## src/rtl/mw_skid_stage.sv

```systemverilog
// Elastic MEM/WB pipeline stage: a main entry feeding writeback plus a skid entry that
// absorbs one extra payload under back-pressure, with flush, x0 suppression and stall count.
module mw_skid_stage #(
  parameter int DATA_W = 32,
  parameter int RD_W   = 5,
  parameter int RS_W   = 2,
  parameter int CNT_W  = 16
) (
  input  logic              clk,
  input  logic              rst,
  input  logic              flush,
  input  logic              in_valid,
  output logic              in_ready,
  input  logic              RegWriteM,
  input  logic [RS_W-1:0]   ResultSrcM,
  input  logic [DATA_W-1:0] ALUResultM,
  input  logic [DATA_W-1:0] ReadDataM,
  input  logic [RD_W-1:0]   RdM,
  input  logic [DATA_W-1:0] PCPlus4M,
  output logic              out_valid,
  input  logic              out_ready,
  output logic              RegWriteW,
  output logic [RS_W-1:0]   ResultSrcW,
  output logic [DATA_W-1:0] ALUResultW,
  output logic [DATA_W-1:0] ReadDataW,
  output logic [RD_W-1:0]   RdW,
  output logic [DATA_W-1:0] PCPlus4W,
  output logic [CNT_W-1:0]  stall_cycles
);

  // Skid payload carries RegWrite in its MSB; the main entry keeps it gated in reg_write_w_q.
  localparam int PAY_W  = 1 + RS_W + 3 * DATA_W + RD_W;
  localparam int MAIN_W = PAY_W - 1;
  localparam logic [CNT_W-1:0] CNT_MAX = {CNT_W{1'b1}};
  localparam logic [CNT_W-1:0] CNT_ONE = {{(CNT_W-1){1'b0}}, 1'b1};

  logic              main_valid_q, main_valid_d;
  logic              skid_valid_q, skid_valid_d;
  logic [MAIN_W-1:0] main_q, main_d;
  logic [PAY_W-1:0]  skid_q, skid_d;
  logic              reg_write_w_q, reg_write_w_d;
  logic [CNT_W-1:0]  stall_q, stall_d;

  logic              cap_rw_s;
  logic [PAY_W-1:0]  in_pay_s;
  logic              accept_s;
  logic              consume_s;
  logic              main_free_s;

  // Capture formatting, handshake decode and next-state selection for both entries.
  always_comb begin
    main_valid_d  = main_valid_q;
    skid_valid_d  = skid_valid_q;
    main_d        = main_q;
    skid_d        = skid_q;
    reg_write_w_d = reg_write_w_q;
    stall_d       = stall_q;

    if (RdM == {RD_W{1'b0}}) begin
      cap_rw_s = 1'b0;
    end else begin
      cap_rw_s = RegWriteM;
    end
    in_pay_s    = {cap_rw_s, ResultSrcM, ALUResultM, ReadDataM, RdM, PCPlus4M};
    accept_s    = in_valid & ~skid_valid_q;
    consume_s   = main_valid_q & out_ready;
    main_free_s = ~main_valid_q | consume_s;

    if (flush) begin
      main_valid_d  = 1'b0;
      skid_valid_d  = 1'b0;
      main_d        = {MAIN_W{1'b0}};
      skid_d        = {PAY_W{1'b0}};
      reg_write_w_d = 1'b0;
    end else begin
      if (main_free_s) begin
        if (skid_valid_q) begin
          main_d        = skid_q[MAIN_W-1:0];
          reg_write_w_d = skid_q[PAY_W-1];
          main_valid_d  = 1'b1;
          skid_valid_d  = 1'b0;
        end else if (accept_s) begin
          main_d        = in_pay_s[MAIN_W-1:0];
          reg_write_w_d = cap_rw_s;
          main_valid_d  = 1'b1;
        end else begin
          main_valid_d  = 1'b0;
          reg_write_w_d = 1'b0;
        end
      end else begin
        if (accept_s) begin
          skid_d       = in_pay_s;
          skid_valid_d = 1'b1;
        end else begin
          skid_valid_d = skid_valid_q;
        end
      end

      if (main_valid_q && !out_ready && (stall_q != CNT_MAX)) begin
        stall_d = stall_q + CNT_ONE;
      end else begin
        stall_d = stall_q;
      end
    end
  end

  // State registers; reset clears everything including the stall counter.
  always_ff @(posedge clk) begin
    if (rst) begin
      main_valid_q  <= 1'b0;
      skid_valid_q  <= 1'b0;
      main_q        <= {MAIN_W{1'b0}};
      skid_q        <= {PAY_W{1'b0}};
      reg_write_w_q <= 1'b0;
      stall_q       <= {CNT_W{1'b0}};
    end else begin
      main_valid_q  <= main_valid_d;
      skid_valid_q  <= skid_valid_d;
      main_q        <= main_d;
      skid_q        <= skid_d;
      reg_write_w_q <= reg_write_w_d;
      stall_q       <= stall_d;
    end
  end

  assign in_ready     = ~skid_valid_q;
  assign out_valid    = main_valid_q;
  assign RegWriteW    = reg_write_w_q;
  assign {ResultSrcW, ALUResultW, ReadDataW, RdW, PCPlus4W} = main_q;
  assign stall_cycles = stall_q;

endmodule

```

## config.mk

```make
export PLATFORM = sky130hd
export DESIGN_NAME = mw_skid_stage
export DESIGN_NICKNAME = d
export VERILOG_FILES = /design/src/rtl/mw_skid_stage.sv
export SDC_FILE = /design/constraint.sdc
export NUM_CORES = 1
export LEC_CHECK = 0
export CAP_MARGIN = 40
export CORE_MARGIN = 8
export CORE_UTILIZATION = 49
export CTS_CLUSTER_DIAMETER = 80
export DETAILED_ROUTE_END_ITERATION = 7
export GPL_ROUTABILITY_DRIVEN = 0
export PLACE_DENSITY = 0.82
export REMOVE_ABC_BUFFERS = 1
export SYNTH_ARGS = -nofsm -noshare
export SYNTH_HDL_FRONTEND = slang
export SYNTH_SLANG_ARGS = --single-unit
```

## constraint.sdc

```tcl
create_clock -name clk -period 2.13 [get_ports clk]
set_input_delay 0.213 -clock clk [delete_from_list [all_inputs] [get_ports clk]]
set_output_delay 0.213 -clock clk [all_outputs]
set_load 0.02 [all_outputs]
```

==> metrics, run 1 <==
post-CTS setup buffer count 0; Avg Cell Area, Syn 8.76 um2; synth unique cells 34; final worst-path cycle share ~93%; area growth from synthesis to layout 37.7%; Synth Register Bits 226; DIE HEIGHT 152 um; P_leak between 4 and 5 nW; FMAX between 0.5 and 0.6 GHz; CP top delay family buffers and inverters; vias per inst 5.47; transition time of the tightest slew-check pin 0.410 ns; met1 usage 26.4%; placed cells 1429; P_sw 2.15 mW; Critical Path RT 1.92 ns; TritonCTS buffer count 24; vias in the first global route 7753; I/O pin cnt approximately 230; Critical Path Sink Type primary output; area occupied by registers 4530 um2; Async S/R FF share, synth 0%; Final ANT Viol Nets 0; largest net degree at the start of global routing 91; share of power burned in registers 47.2%; Setup Crit Path Kind reg2out; fin. max-slew vios 0; hold_ws 0.283 ns; crit path time final 1.99 ns; Clock Path Buffers 3; Synth Cell Area 9010 um2; GR Overflow Total 0; # Max-Cap Violations 0; outcome completed; VDD IR-drop max a little over 700 uV; Nets 1336; Comb power frac 10.7%; Layout fillers 1444; Pint 7.15 mW; via count 8031; Setup crit start kind flop; Syn Inst Count 1029; full die area 23000 um2; Final Non-Filler Cells around 1500; first-pass GRT wire length 39400 um; EDFF count, synth 0; Core ar. roughly 18000 um2; Finish-stage setup viols 0; Initial Utilization 50.0%; Top FF cell, synth dfxtp_1; skew final 0.0153 ns; clock power share 42.1%; Hold Buf Count CTS 0; CP arrival 1.78 ns; crit-path cells inv_1 -> clkdlybuf4s50_1; Slowest-stage cell, CP clkdlybuf4s50_1; antenna cells 0; GR Util All Layers about a fifth; TritonRoute pass-1 iters 5; initial antenna violation count 1; drt wl/cell 16.8 um; Post-route DRC 0; M3 GR Usage 6.00%; Iter 0 DRT Violations 418; # clock sinks between 200 and 250; Slew headroom between 70 and 80%; CTS resizes 0; post-route setup TNS 0 ns; slack of the worst reg-to-reg path ~0.25 ns; HPWL after DPL 16300 um; Die X 152 um; CP peak stage delay 0.58 ns; Fin. Hold Viols 0; worst path buffer plus inverter count 2; Syn. warnings 0; GR Layer Usage met2 roughly a third; Sw Share between 20% and 30%; total chip power 9.29 mW; GRT Max-Usage Layer met2; Routed WL 24600 um; htree depth 1; CTS tree built; post-layout util 68.8%; CTS root buf clkbuf_16; clk_lat worst skew 0.50 ns; multi-input logic area 4150 um2; CP Max Fanout 15; row count 49; Hold/Removal Path Class in2reg; CTS clk-pin slew, worst paths 0.06 ns; Port-buffer cells 230; layout cells sized above 1 5.89%; unrepaired setup endpoints after global routing false; pwr/cell area 749 nW/um2; post-synthesis sequential area ratio approximately 50%
cell type report:
type | instances | share of cell area [%]
multi-input combinational | 716 | 33.4
clock inverter | 3 | 0.121
timing repair buffer | 255 | 21.7
tap | 229 | 2.31
clock buffer | 36 | 5.86
sequential | 226 | 36.5
inverter | 3 | 0.0908
kinds of logic after synthesis:
logic type | count (synthesis) | synth area share (%)
mux | 107 | 11.9
simple gates | 371 | 17.3
compound gates | 237 | 16.3
fa+ha+maj | 1 | 0.139
flops | 226 | 50.2
buf+inv | 87 | 4.05
synthesized netlist by cell type (4+ instances only):
master | n | area share (%)
o31ai_1 | 4 | 0.33
nand2_1 | 212 | 8.8
nor2b_1 | 5 | 0.35
nand3_1 | 9 | 0.50
buf_1 | 4 | 0.17
clkbuf_1 | 49 | 2.0
o21ai_0 | 7 | 0.39
mux2_2 | 4 | 0.50
nor3_1 | 4 | 0.22
nand4_1 | 4 | 0.28
buf_2 | 30 | 1.7
nor2_1 | 112 | 4.7
or3_1 | 5 | 0.35
or4_1 | 4 | 0.33
dfxtp_1 | 226 | 50
a211oi_1 | 105 | 8.7
a21oi_1 | 117 | 6.5
mux2i_1 | 103 | 11
path summary, 6_finish.rpt:
kind	startpoint	end	cells past startpoint
max reg2reg	stall_cycles[5]	stall_cycles[13]	4
min	PCPlus4M[11]	skid_q[11]	3
min reg2reg	skid_q[13]	skid_q[13]	2
max	skid_valid_q	in_ready	2
metrics by stage:
| stage | instance area (um2) | worst slack (ns) |
|---|---|---|
| finish | 12400 | 0.140 |
| global route | 12400 | 0.0949 |
| CTS | 12400 | 0.126 |
| detailed placement | 11700 | 0.0737 |
| global placement | 11700 | 0.168 |
| floorplan | 8660 | -8.86 |
worst min-delay path, cell delays in order:
cell and delay, ns:
clkdlybuf4s50_1 0.41, nand2_1 0.06, a21oi_1 0.05
state kept, by name (all words and copies together), names as in the netlist:
signal	flops
out_valid	1
stall_cycles	16
skid_valid_q	1
skid_q	104
RegWriteW	1
main_q	103
power groups by stage:
stage                     Clock (mW)  Sequential, mW  Combinational, mW
after global routing            4.20            4.40               1.07
final                           3.91            4.39              0.990
after floorplan                    0            4.59              0.369
after CTS                       4.00            4.39              0.997
after global placement             0            4.48              0.974
after detailed placement           0            4.48              0.989
per-layer routing:
layer,wire (um),vias up
met5,13,-
met3,2060,29
met1,10400,3789
met2,11800,236
li1,-,3975
met4,374,2
layout by cell type, fill, tap and decap left out, types with 9 or more instances in the layout:
| cell | instances |
|---|---|
| mux2i_1 | 103 |
| a211oi_1 | 105 |
| a21oi_1 | 117 |
| nor2_1 | 111 |
| clkbuf_16 | 25 |
| buf_4 | 9 |
| dfxtp_1 | 225 |
| buf_12 | 16 |
| clkdlybuf4s50_1 | 230 |
| nand2_1 | 212 |
Note: power is estimated with default switching activity, not from simulation.
==> run 2, diff against run 1 <==
SLEW_MARGIN = 10   (was not set)
==> results of run 2 <==
The final DEF is identical to that of run 1; final timing and power are the same.
==> RTL change 1 (flow settings as in run 1) <==
The parameter `RS_W` goes from 2 to 4.
--- a/src/rtl/mw_skid_stage.sv
+++ b/src/rtl/mw_skid_stage.sv
@@ -3,7 +3,7 @@
 module mw_skid_stage #(
   parameter int DATA_W = 32,
   parameter int RD_W   = 5,
-  parameter int RS_W   = 2,
+  parameter int RS_W   = 4,
   parameter int CNT_W  = 16
 ) (
   input  logic              clk,
Ports: changed (resized ResultSrcM and ResultSrcW); port bits go from 231 to 235. No check against the original RTL was run, so the function may have changed too.
==> RTL change 1 against run 1 <==
First-iteration DRC count down 20%. Synthesized cell count up 1.3%. Synthesized area up 1.6%. Non-clock buffer count down 2. Total power up 1.6%. Worst setup slack better by 0.18 ns. Critical path depth down 1. Sequential cell count up 4. Routed wire length down 1.9%. Final cell count up 1.4%. Final area up 0.46%. Largest power group unchanged.
==> RTL change 1: results <==
group,metric,value,unit
power,power.density,758,nW/um^2
status,outcome,"complete, no violations",
cells_and_area,n_all_inverters,4,
critical_path,timing.critical_path.arrival,1.60,ns
critical_path,reg2reg_slack,0.37,ns
global_routing,grt_antenna_before_repair,0,
synthesis,seq_area_frac_synth,0.503,
power,total_power,9.44,mW
sta,fin_worst_hold_slack,0.267,ns
synthesis,syn-instance-count,1042,
synthesis,yosys-mux-area-fraction,0.116,
cells_and_area,layoutNonFillerInstCount,1488,
route,route.final.wire_length,24.1,mm
cells_and_area,clk_share,0.0611,
critical_path,critical_path.endpoint,"stall_cycles[8]",
cells_and_area,final_layout_size_suffix_gt1_frac,0.0566,
cells_and_area,largest_register_ffs,106,
cells_and_area,area_growth,36.2,%
cells_and_area,area.share.sequential,0.370,
sta,maxSlewHeadroom,0.505,
cells_and_area,comb.multi_input.count,723,
route,dr_total_vias,7929,
synthesis,yosys.area_share.adder,0.00137,
synthesis,synth_xor_xnor_area_share,0.00861,
sta,final.period_utilization,0.850,
cells_and_area,multi_input_area_share,0.336,
power,combinationalPowerShare,0.105,
synthesis,yosys-top-cells-area,"sky130_fd_sc_hd__dfxtp_1 (50%), sky130_fd_sc_hd__mux2i_1 (12%), sky130_fd_sc_hd__a211oi_1 (8.9%), sky130_fd_sc_hd__nand2_1 (8.8%), sky130_fd_sc_hd__a21oi_1 (6.2%)",
placed_design,preCtsSetupSlack,0.135,ns
clocking,worstSkewPairLatency,0.52,ns
placed_design,placed_cell_count,1444,
placed_design,hpwl,16.3,mm
cells_and_area,final_core_util,0.673,
global_routing,first_global_vias,7656,
placed_design,placedInstanceArea,11700,sq um
global_routing,maximum_number_of_pins_on_one_net_before_global_route_repair,99,
critical_path,critPathLaunch,"stall_cycles[8]",
cells_and_area,layout.clock_buffers,37,
critical_path,cp_slowest_stage_delay,0.65,ns
route,first_iter_violations,334,
power,static-leakage-power,4.11,nW
placed_design,buffer_ports.inserted,234,
cells_and_area,nonClkBufAreaFrac,0.208,
power,power.clock.total,3.99,mW
synthesis,synth.top_cells.by_count,"sky130_fd_sc_hd__dfxtp_1 (230), sky130_fd_sc_hd__nand2_1 (215), sky130_fd_sc_hd__nor2_1 (125)",
critical_path,r2r-start,"stall_cycles[0]",
synthesis,synth.distinct_cells,40,
power,ir_drop_worst_case_vdd,0.709,mV
global_routing,grt_pass1_wl,39.3,mm
hold_path,min_from,"PCPlus4M[27]",
global_routing,track_usage,0.198,
-- RTL change 1: cell types whose count changed after synthesis, moves of 4 or more --
cell,before,now
sky130_fd_sc_hd__a21oi_1,117,113
sky130_fd_sc_hd__nor2b_1,5,0
sky130_fd_sc_hd__or3_1,5,0
sky130_fd_sc_hd__o21ai_0,7,0
sky130_fd_sc_hd__xnor2_1,0,7
sky130_fd_sc_hd__clkbuf_1,49,42
sky130_fd_sc_hd__o31ai_1,4,0
sky130_fd_sc_hd__dfxtp_1,226,230
sky130_fd_sc_hd__mux2_2,4,0
sky130_fd_sc_hd__nor2_1,112,125
sky130_fd_sc_hd__buf_2,30,35
-- RTL change 1: layer usage --
metal / up-vias / GRT usage / part of all wire
met3: 27 / 0.0627 / 0.076
li1: 3985 / - / -
met1: 3693 / 0.246 / 0.43
met4: 0 / 0.0401 / 0.014
met5: - / 0 / 0
met2: 224 / 0.330 / 0.48
==> RTL change 2 (config.mk and constraints of run 1) <==
Made on the original files. Reset style: asynchronous (`rst`), changed in one clocked block.
--- a/src/rtl/mw_skid_stage.sv
+++ b/src/rtl/mw_skid_stage.sv
@@ -105,7 +105,7 @@
   end
 
   // State registers; reset clears everything including the stall counter.
-  always_ff @(posedge clk) begin
+  always_ff @(posedge clk or posedge rst) begin
     if (rst) begin
       main_valid_q  <= 1'b0;
       skid_valid_q  <= 1'b0;
Formal check against the unedited RTL: not equivalent (a bounded check fails within 4 cycles, from zero or initial values and one cycle with rst high; the reset may be asserted at any time).
==> RTL change 2 against run 1 <==
Total power is 11% higher. Die area is 6.7% higher. Worst setup slack worse by 0.075 ns. Sequential cell count is the same. First-iteration DRC count up 22%. Final area is 5.9% higher. Routed wire length rose by 9.1%. Synthesized area is 7.5% higher.
==> RTL change 2: results <==
group,metric,value,unit
critical_path,cp_slowest_stage_delay,0.68,ns
route,vias_per_cell,5.55,
synthesis,seq_area_frac_synth,0.584,
global_routing,grt_antenna_before_repair,0,
synthesis,synth.distinct_cells,33,
critical_path,worstReg2RegEnd,"stall_cycles[14]",
route,drt_first_pass_iters,4,
global_routing,track_usage,0.215,
clocking,ctsRootBufferMaster,"sky130_fd_sc_hd__clkbuf_16",
synthesis,synth.top_cells.by_count,"sky130_fd_sc_hd__dfrtp_1 (226), sky130_fd_sc_hd__nand2_1 (214), sky130_fd_sc_hd__a21oi_1 (108)",
cells_and_area,filler_cell_count,1465,
synthesis,synth_async_sr_flop_share,1.00,
critical_path,timing.critical_path.arrival,1.85,ns
cells_and_area,final_layout_size_suffix_gt1_frac,0.0599,
global_routing,first_global_vias,7922,
global_routing,maximum_number_of_pins_on_one_net_before_global_route_repair,105,
synthesis,synth_top_flop_cell,"sky130_fd_sc_hd__dfrtp_1",
sta,maxSlewHeadroom,0.462,
critical_path,critPathLaunch,"skid_valid_q",
placed_design,placedInstanceArea,12400,sq um
cells_and_area,finalNetCount,1210,
critical_path,r2r-start,"stall_cycles[0]",
power,ir_drop_worst_case_vdd,0.572,mV
global_routing,grt_pass1_wl,42.9,mm
power,static-leakage-power,5.26,nW
sta,skew,0.00781,ns
status,outcome,"complete, no violations",
route,first_iter_violations,508,
synthesis,yosys-top-cells-area,"sky130_fd_sc_hd__dfrtp_1 (58%), sky130_fd_sc_hd__mux2i_1 (11%), sky130_fd_sc_hd__o2bb2ai_1 (9.3%), sky130_fd_sc_hd__nand2_1 (8.3%), sky130_fd_sc_hd__a21oi_1 (5.6%)",
critical_path,reg2reg_slack,0.29,ns
RTL change 2: worst min-delay path by stage:
stage	from	to	slack (ns)	depth (start not counted)
global placement	main_q[70]	main_q[70]	0.47	1
CTS	rst	main_q[55]	0.09	2
floorplan	flush	skid_q[0]	0.28	1
global route	rst	main_q[55]	0.11	2
detailed placement	main_q[28]	main_q[28]	0.47	1
finish	rst	main_q[55]	0.09	2
RTL change 2: metal layers:
layer  track usage  routed length [um]
met1         0.293               11700
met2         0.339               12400
met3        0.0535                2190
met4        0.0513                 505
met5             0                   0
RTL change 2: cell type report:
class | count | area (sq um) | share of cell area
inverter | 4 | 22.5 | 0.00171
clock inverter | 4 | 50.0 | 0.00381
clock buffer | 40 | 732 | 0.0557
timing repair buffer | 251 | 2580 | 0.197
multi-input combinational | 593 | 3750 | 0.286
sequential | 226 | 5660 | 0.431
tap | 265 | 332 | 0.0252
RTL change 2: metrics by stage:
stage	power, mW	setup WS, ns	cells
after floorplan	5.40	-4.53	823
after CTS	10.4	0.0475	1383
after detailed placement	6.26	0.0699	1339
after global routing	10.7	0.00161	1383
after global placement	6.23	0.164	1339
final	10.3	0.0653	1383
RTL change 2: critical path, delay by kind of cell, from the launching register on:
family / cells / cell delay, ns
buf+inv: 2 / 0.86
flops: 1 / 0.50
RTL change 2: logic make-up (layout without fill, tap and decap cells):
logic type      Yosys count  in the layout  share of synthesized area
mux                     105            105                      0.109
simple gates            256            256                      0.109
fa+ha+maj                 1              1                    0.00129
flops                   226            226                      0.584
buf+inv                  75            299                     0.0313
compound gates          219            219                      0.155
xor+xnor                 12             12                     0.0109
RTL change 2: power by group:
group	internal (mW)	total, mW	leakage (nW)	switching, mW
sequential	4.52	4.68	3.07	0.167
combinational	0.695	1.50	1.81	0.804
clock	2.46	4.09	0.374	1.64
